<file path="config.mk">
export PLATFORM = sky130hd
export DESIGN_NAME = instr_encoder_flat
export DESIGN_NICKNAME = d
export VERILOG_FILES = /design/src/rtl/instr_encoder_if.sv /design/src/rtl/instr_encoder.sv /design/src/flat_wrapper.sv
export SDC_FILE = /design/constraint.sdc
export NUM_CORES = 1
export LEC_CHECK = 0
export CORE_UTILIZATION = 52
export CTS_CLUSTER_SIZE = 24
export DETAILED_ROUTE_END_ITERATION = 10
export PLACE_DENSITY = 0.95
export RECOVER_POWER = 50
export SLEW_MARGIN = 20
export SYNTH_ARGS = -nofsm -noshare
export SYNTH_HDL_FRONTEND = slang
export SYNTH_SLANG_ARGS = --single-unit
</file>
<file path="constraint.sdc">
create_clock -name clk -period 6.8 [get_ports clk]
set_input_delay 0.68 -clock clk [delete_from_list [all_inputs] [get_ports clk]]
set_output_delay 0.68 -clock clk [all_outputs]
set_load 0.02 [all_outputs]
</file>
<file path="src/rtl/instr_encoder_if.sv">
// Request/response bundle between a field source and instr_encoder.
//   slave  : encoder view (takes request fields and out_ready, drives in_ready and the output word)
//   master : producer/consumer view (drives request fields and out_ready)
// Parameters ADDR_W / CNT_W must match the encoder instance.
interface instr_encoder_if #(
  parameter int unsigned ADDR_W = 32,
  parameter int unsigned CNT_W  = 16
);
  logic              in_valid;
  logic              in_ready;
  logic [1:0]        in_fmt;
  logic [4:0]        in_rd;
  logic [4:0]        in_rs1;
  logic [4:0]        in_rs2;
  logic [2:0]        in_funct3;
  logic [31:0]       in_imm;
  logic              out_valid;
  logic              out_ready;
  logic [31:0]       out_instr;
  logic [ADDR_W-1:0] out_addr;
  logic              out_err;
  logic [CNT_W-1:0]  out_count;

  modport slave (
    input  in_valid, in_fmt, in_rd, in_rs1, in_rs2, in_funct3, in_imm, out_ready,
    output in_ready, out_valid, out_instr, out_addr, out_err, out_count
  );

  modport master (
    output in_valid, in_fmt, in_rd, in_rs1, in_rs2, in_funct3, in_imm, out_ready,
    input  in_ready, out_valid, out_instr, out_addr, out_err, out_count
  );
endinterface

</file>
<file path="src/rtl/instr_encoder.sv">
// instr_encoder: assembles RV32I L/S/I/B instruction words from decoded fields,
// scattering immediate bits into the ISA slots, tags each word with a
// word-aligned address and counts words taken by the consumer.
// Ports:
//   clk        rising-edge clock
//   rst        asynchronous active-high reset
//   start      pulse: restart address at BASE_ADDR, clear out_count
//   bus        instr_encoder_if.slave (request fields in, encoded word out)
// Optional feature: define IMM_RANGE_CHECK_EN to flag immediates that do not
// fit the selected format on out_err; otherwise out_err is tied low.
module instr_encoder #(
  parameter int unsigned       ADDR_W    = 32,
  parameter logic [ADDR_W-1:0] BASE_ADDR = '0,
  parameter int unsigned       CNT_W     = 16
) (
  input  logic             clk,
  input  logic             rst,
  input  logic             start,
  instr_encoder_if.slave   bus
);

  localparam int unsigned XLEN = 32;

  localparam logic [1:0] FMT_L = 2'd0;
  localparam logic [1:0] FMT_S = 2'd1;
  localparam logic [1:0] FMT_I = 2'd2;

  localparam logic [6:0] OP_LOAD   = 7'b0000011;
  localparam logic [6:0] OP_STORE  = 7'b0100011;
  localparam logic [6:0] OP_IMM    = 7'b0010011;
  localparam logic [6:0] OP_BRANCH = 7'b1100011;

  localparam logic [ADDR_W-1:0] ADDR_STEP = ADDR_W'(4);
  localparam logic [CNT_W-1:0]  CNT_ONE   = CNT_W'(1);

  logic              valid_q,     valid_d;
  logic [XLEN-1:0]   instr_q,     instr_d;
  logic [ADDR_W-1:0] addr_q,      addr_d;
  logic [ADDR_W-1:0] next_addr_q, next_addr_d;
  logic [CNT_W-1:0]  count_q,     count_d;

  logic              accept;
  logic              handshake;
  logic [ADDR_W-1:0] slot_addr;
  logic [XLEN-1:0]   enc_instr;
  logic [XLEN-1:0]   imm;

  assign imm       = bus.in_imm;
  assign accept    = bus.in_valid && bus.in_ready;
  assign handshake = valid_q && bus.out_ready;
  // A start coinciding with an accept hands that word the base address.
  assign slot_addr = start ? BASE_ADDR : next_addr_q;

  // Output register reloads whenever it is empty or being drained.
  assign bus.in_ready = !valid_q || bus.out_ready;

  // Field scatter into the instruction word.
  always_comb begin
    enc_instr = '0;
    case (bus.in_fmt)
      FMT_L:   enc_instr = {imm[11:0], bus.in_rs1, bus.in_funct3, bus.in_rd, OP_LOAD};
      FMT_S:   enc_instr = {imm[11:5], bus.in_rs2, bus.in_rs1, bus.in_funct3, imm[4:0], OP_STORE};
      FMT_I:   enc_instr = {imm[11:0], bus.in_rs1, bus.in_funct3, bus.in_rd, OP_IMM};
      default: enc_instr = {imm[12], imm[10:5], bus.in_rs2, bus.in_rs1, bus.in_funct3,
                            imm[4:1], imm[11], OP_BRANCH};
    endcase
  end

`ifdef IMM_RANGE_CHECK_EN
  logic err_q, err_d;
  logic imm_err;

  // Upper bits must be a pure sign extension; branch offsets must be even.
  always_comb begin
    imm_err = 1'b0;
    if (bus.in_fmt == 2'd3) begin
      imm_err = !((&imm[31:12]) || (~|imm[31:12])) || imm[0];
    end else begin
      imm_err = !((&imm[31:11]) || (~|imm[31:11]));
    end
  end

  always_comb begin
    err_d = err_q;
    if (accept) begin
      err_d = imm_err;
    end
  end

  always_ff @(posedge clk or posedge rst) begin
    if (rst) begin
      err_q <= 1'b0;
    end else begin
      err_q <= err_d;
    end
  end

  assign bus.out_err = err_q;
`else
  logic unused_imm_hi;
  assign unused_imm_hi = ^imm[31:13];
  assign bus.out_err   = 1'b0;
`endif

  // Next-state for the output word, address generator and consumer count.
  always_comb begin
    valid_d     = valid_q;
    instr_d     = instr_q;
    addr_d      = addr_q;
    next_addr_d = next_addr_q;
    count_d     = count_q;

    if (start) begin
      next_addr_d = BASE_ADDR;
    end

    if (accept) begin
      valid_d     = 1'b1;
      instr_d     = enc_instr;
      addr_d      = slot_addr;
      next_addr_d = slot_addr + ADDR_STEP;
    end else if (handshake) begin
      valid_d = 1'b0;
    end

    // start wins over a same-cycle handshake: that word is not counted.
    if (start) begin
      count_d = '0;
    end else if (handshake) begin
      count_d = count_q + CNT_ONE;
    end
  end

  always_ff @(posedge clk or posedge rst) begin
    if (rst) begin
      valid_q     <= 1'b0;
      instr_q     <= '0;
      addr_q      <= BASE_ADDR;
      next_addr_q <= BASE_ADDR;
      count_q     <= '0;
    end else begin
      valid_q     <= valid_d;
      instr_q     <= instr_d;
      addr_q      <= addr_d;
      next_addr_q <= next_addr_d;
      count_q     <= count_d;
    end
  end

  assign bus.out_valid = valid_q;
  assign bus.out_instr = instr_q;
  assign bus.out_addr  = addr_q;
  assign bus.out_count = count_q;

endmodule

</file>
<file path="src/flat_wrapper.sv">
// flat-port wrapper written by rule: the top's interface ports become plain ports
module instr_encoder_flat 
#(
  parameter int unsigned       ADDR_W    = 32,
  parameter logic [ADDR_W-1:0] BASE_ADDR = '0,
  parameter int unsigned       CNT_W     = 16
)
  (clk, rst, start, bus_in_valid, bus_in_fmt, bus_in_rd, bus_in_rs1, bus_in_rs2, bus_in_funct3, bus_in_imm, bus_out_ready, bus_in_ready, bus_out_valid, bus_out_instr, bus_out_addr, bus_out_err, bus_out_count);
  instr_encoder_if #(.ADDR_W(ADDR_W), .CNT_W(CNT_W)) bus_i ();
  input  logic clk;
  input  logic rst;
  input  logic start;
  input wire logic [$bits(bus_i.in_valid)-1:0] bus_in_valid;
  input wire logic [$bits(bus_i.in_fmt)-1:0] bus_in_fmt;
  input wire logic [$bits(bus_i.in_rd)-1:0] bus_in_rd;
  input wire logic [$bits(bus_i.in_rs1)-1:0] bus_in_rs1;
  input wire logic [$bits(bus_i.in_rs2)-1:0] bus_in_rs2;
  input wire logic [$bits(bus_i.in_funct3)-1:0] bus_in_funct3;
  input wire logic [$bits(bus_i.in_imm)-1:0] bus_in_imm;
  input wire logic [$bits(bus_i.out_ready)-1:0] bus_out_ready;
  output wire logic [$bits(bus_i.in_ready)-1:0] bus_in_ready;
  output wire logic [$bits(bus_i.out_valid)-1:0] bus_out_valid;
  output wire logic [$bits(bus_i.out_instr)-1:0] bus_out_instr;
  output wire logic [$bits(bus_i.out_addr)-1:0] bus_out_addr;
  output wire logic [$bits(bus_i.out_err)-1:0] bus_out_err;
  output wire logic [$bits(bus_i.out_count)-1:0] bus_out_count;
  assign bus_i.in_valid = bus_in_valid;
  assign bus_i.in_fmt = bus_in_fmt;
  assign bus_i.in_rd = bus_in_rd;
  assign bus_i.in_rs1 = bus_in_rs1;
  assign bus_i.in_rs2 = bus_in_rs2;
  assign bus_i.in_funct3 = bus_in_funct3;
  assign bus_i.in_imm = bus_in_imm;
  assign bus_i.out_ready = bus_out_ready;
  assign bus_in_ready = bus_i.in_ready;
  assign bus_out_valid = bus_i.out_valid;
  assign bus_out_instr = bus_i.out_instr;
  assign bus_out_addr = bus_i.out_addr;
  assign bus_out_err = bus_i.out_err;
  assign bus_out_count = bus_i.out_count;
  instr_encoder #(.ADDR_W(ADDR_W), .BASE_ADDR(BASE_ADDR), .CNT_W(CNT_W)) u_core (.clk(clk), .rst(rst), .start(start), .bus(bus_i));
endmodule
</file>
==> flow_metrics.env <==
export IMPL_drt_iter0_drc=221
export IMPL_yosys_top_cells_count="dfrtp_1 (110), nand2_1 (102), o21ai_0 (46), nor2_1 (34), nand2b_1 (28)"
export IMPL_cp_required_ns=6.96
export IMPL_gr_usage_all_layers=0.233
export IMPL_crit_buf_inv=2
export IMPL_avgRoutedWirePerCell_um=14.6
export IMPL_setup_viol=0
export IMPL_cts_sinks=110
export IMPL_root_buffer="clkbuf_8"
export IMPL_grt_max_degree=96
export IMPL_yosys_area_top_type_share=0.557
export IMPL_clkPwrFrac=0.314
export IMPL_grt_pass1_vias=3857
export IMPL_finalInstanceArea_um2=6360
export IMPL_routed_wl_mm=10.7
export IMPL_post_cts_buffers=0
export IMPL_vias_per_cell=5.24
export IMPL_clockBufferDepth=2
export IMPL_grt_pass1_wl_mm=18.2
export IMPL_overflow=0
export IMPL_antenna_found_initial=0
export IMPL_p_leak_nw=2.91
export IMPL_synth_cell_types=45
export IMPL_coreArea_um2=9240
export IMPL_cts_tree="done"
export IMPL_crit_top_cell="nor2_1"
export IMPL_path_clk_slew_ns=0.10
export IMPL_fmax_mhz=265
export IMPL_hold_viol=0
export IMPL_cp_start_kind="primary input"
export IMPL_htreeDepth=3
export IMPL_clock_skew_ns=0.0140
export IMPL_critPathMaxFanout=71
export IMPL_place_area_um2=6170
export IMPL_ys_top_cells_by_area="dfrtp_1 (56%), nand2_1 (7.7%), o21ai_0 (4.7%), xnor2_1 (3.7%), nand2b_1 (3.5%)"
export IMPL_rsz0062_at_grt="false"
export IMPL_syn_avg_cell_area_um2=9.88
export IMPL_p_sw_w=0.000339
export IMPL_netlist_instances=500
export IMPL_nets=662
export IMPL_ir_drop_v=0.000120
export IMPL_rows=35
export IMPL_worstSetupPathType="in2reg"
export IMPL_area_delta_synth_final_pct=28.7
export IMPL_cp_slowest_cell="clkbuf_1"
export IMPL_die_y_um=99.5
export IMPL_seqPwrFrac=0.550
export IMPL_combinationalPowerShare=0.137
export IMPL_postCtsHoldBufs=0
export IMPL_ant_nets=0
export IMPL_powerDensity_nw_per_um2=199
export IMPL_switching_share=0.268
export IMPL_fin_ws_ns=3.02
export IMPL_routabilityCongestion=0.774
export IMPL_crit_chain="clkbuf_1, nand2b_1, inv_1, ha_1, and3_1, nand4_2, nor2_1, xnor2_1, nor2_1"
export IMPL_tightest_slew_ns=2.53
export IMPL_numPortBuffers=117
export IMPL_num_vias=3860
export IMPL_ys_seq_area_frac=0.557
export IMPL_critPathArrivalTime_ns=3.93
export IMPL_start_util=0.535
export IMPL_syn_cell_area_um2=4940
export IMPL_fp_dieW_um=99.5
export IMPL_fin_crit_sh=0.555
export IMPL_synth_edf_count=0
export IMPL_crit_family="buffers and inverters"
export IMPL_worst_hold_path_type="reg2reg"
export IMPL_die_area_um2=9900
export IMPL_synth_largest_area_cell="dfrtp_1"
export IMPL_min_period_ns=3.78
export IMPL_place_ws_ns=3.63
export IMPL_relSlewSlack=-0.687
export IMPL_synthFlopType="dfrtp_1"
export IMPL_worstSetupEndpointType="register"
export IMPL_outcome="complete, but fails checks"
export IMPL_p_int_w=0.000927
export IMPL_maxCapViolCount=2
export IMPL_yosys_warnings=0
export IMPL_antennaDiodeCount=0
export IMPL_first_pass_iters=5
export IMPL_setup_tns_ns=0
export IMPL_synth_async_reset_ratio=1.00
export IMPL_cts_resized=0
export IMPL_cts_buffers=9
export IMPL_slowest_delay_ns=1.77
export IMPL_power_w=0.00127
export IMPL_violations="capacitance limit, slew limit"
export IMPL_post_route_cells_drive_above_1_share=0.0592
export IMPL_ys_ff_latch=110
export IMPL_io_pins=140
export IMPL_synth_most_common_cell="dfrtp_1"
export IMPL_worstSkewPairLatency_ns=0.37
export IMPL_hpwl_mm=7.60
export IMPL_finalMaxSlewViolations=125
export IMPL_drcViolationCount=0
[area by class of cell]
type	count	area, µm²
Fill cell	706	2880
Multi-Input combinational cell	355	2040
Clock buffer	10	128
Tap cell	129	161
Sequential cell	110	2750
Timing Repair Buffer	119	1180
Inverter	8	31.3
Clock inverter	6	71.3
[worst min-delay path, stage by stage, from the launching register on]
cell,delay [ns]
dfrtp_1,0.35
nand2_1,0.04
o21ai_0,0.06
[stage by stage]
step	instances	hold slack, ns	utilization
after floorplan	502	0.469	-
after global placement	721	0.459	0.668
after detailed placement	721	0.467	0.668
after CTS	737	0.493	0.689
after global routing	737	0.508	0.688
final	737	0.479	0.688
[routing by layer]
layer  global-route usage  wire [µm]  up-vias
met5                    0          0        -
met4               0.0984        226        0
met3               0.0260        369       19
met2                0.413       5770      100
met1                0.292       4370     1870
li1                     -          -     1871
[worst paths after layout]
kind | from | endpoint | slack [ns] | cells past startpoint
max in group asynchronous | rst | u_core.next_addr_q[21] | 3.89 | 3
min reg2reg | u_core.bus.out_addr[18] | u_core.bus.out_addr[18] | 0.48 | 2
max | start | u_core.next_addr_q[10] | 3.02 | 9
min | u_core.bus.out_addr[18] | u_core.bus.out_addr[18] | 0.48 | 2
max reg2reg | u_core.bus.out_valid | u_core.next_addr_q[8] | 4.55 | 5
min in group asynchronous | rst | u_core.bus.out_instr[11] | 1.35 | 2
[placed cells by master, fill, tap and decap left out, types with 6 or more instances in the layout]
master | Yosys | final
clkbuf_8 | 0 | 9
dfrtp_1 | 110 | 110
inv_1 | 8 | 7
xor2_1 | 13 | 13
nand2_1 | 102 | 101
xnor2_1 | 21 | 21
dlygate4sd3_1 | 0 | 71
clkdlybuf4s50_1 | 0 | 45
nor3_1 | 11 | 12
mux2i_1 | 13 | 13
nor2_1 | 34 | 34
nand4_1 | 11 | 11
nor2b_1 | 7 | 7
nand3_1 | 10 | 10
nand2b_1 | 28 | 28
mux2_2 | 7 | 7
or3_1 | 6 | 6
a21oi_1 | 7 | 7
o21ai_0 | 46 | 46
[cells by family (layout without fill, tap and decap cells)]
family / Yosys count / after routing / share of synthesized area
XOR/XNOR: 34 / 34 / 0.0603
AO/OA/AOI/OAI: 57 / 57 / 0.0603
other: 1 / 3 / 0.000759
multiplexers: 20 / 20 / 0.0423
buffers and inverters: 37 / 143 / 0.0319
flip-flops: 110 / 110 / 0.557
adder cells (fa/ha/maj): 2 / 2 / 0.00506
AND/OR/NAND/NOR: 239 / 239 / 0.242
[power groups by stage]
stage / Sequential (W) / Combinational, W / Clock, W
after floorplan: 0.000740 / 0.0000638 / 0
after global placement: 0.000707 / 0.000179 / 0
after detailed placement: 0.000710 / 0.000184 / 0
after CTS: 0.000697 / 0.000185 / 0.000406
after global routing: 0.000699 / 0.000189 / 0.000432
final: 0.000696 / 0.000173 / 0.000397
[flip-flops by register name, summed over array words and instances, names as in the netlist]
name	count
u_core.bus.out_instr	29
u_core.next_addr_q	32
u_core.bus.out_addr	32
u_core.bus.out_count	16
u_core.bus.out_valid	1
(Power assumes the default switching activity.)
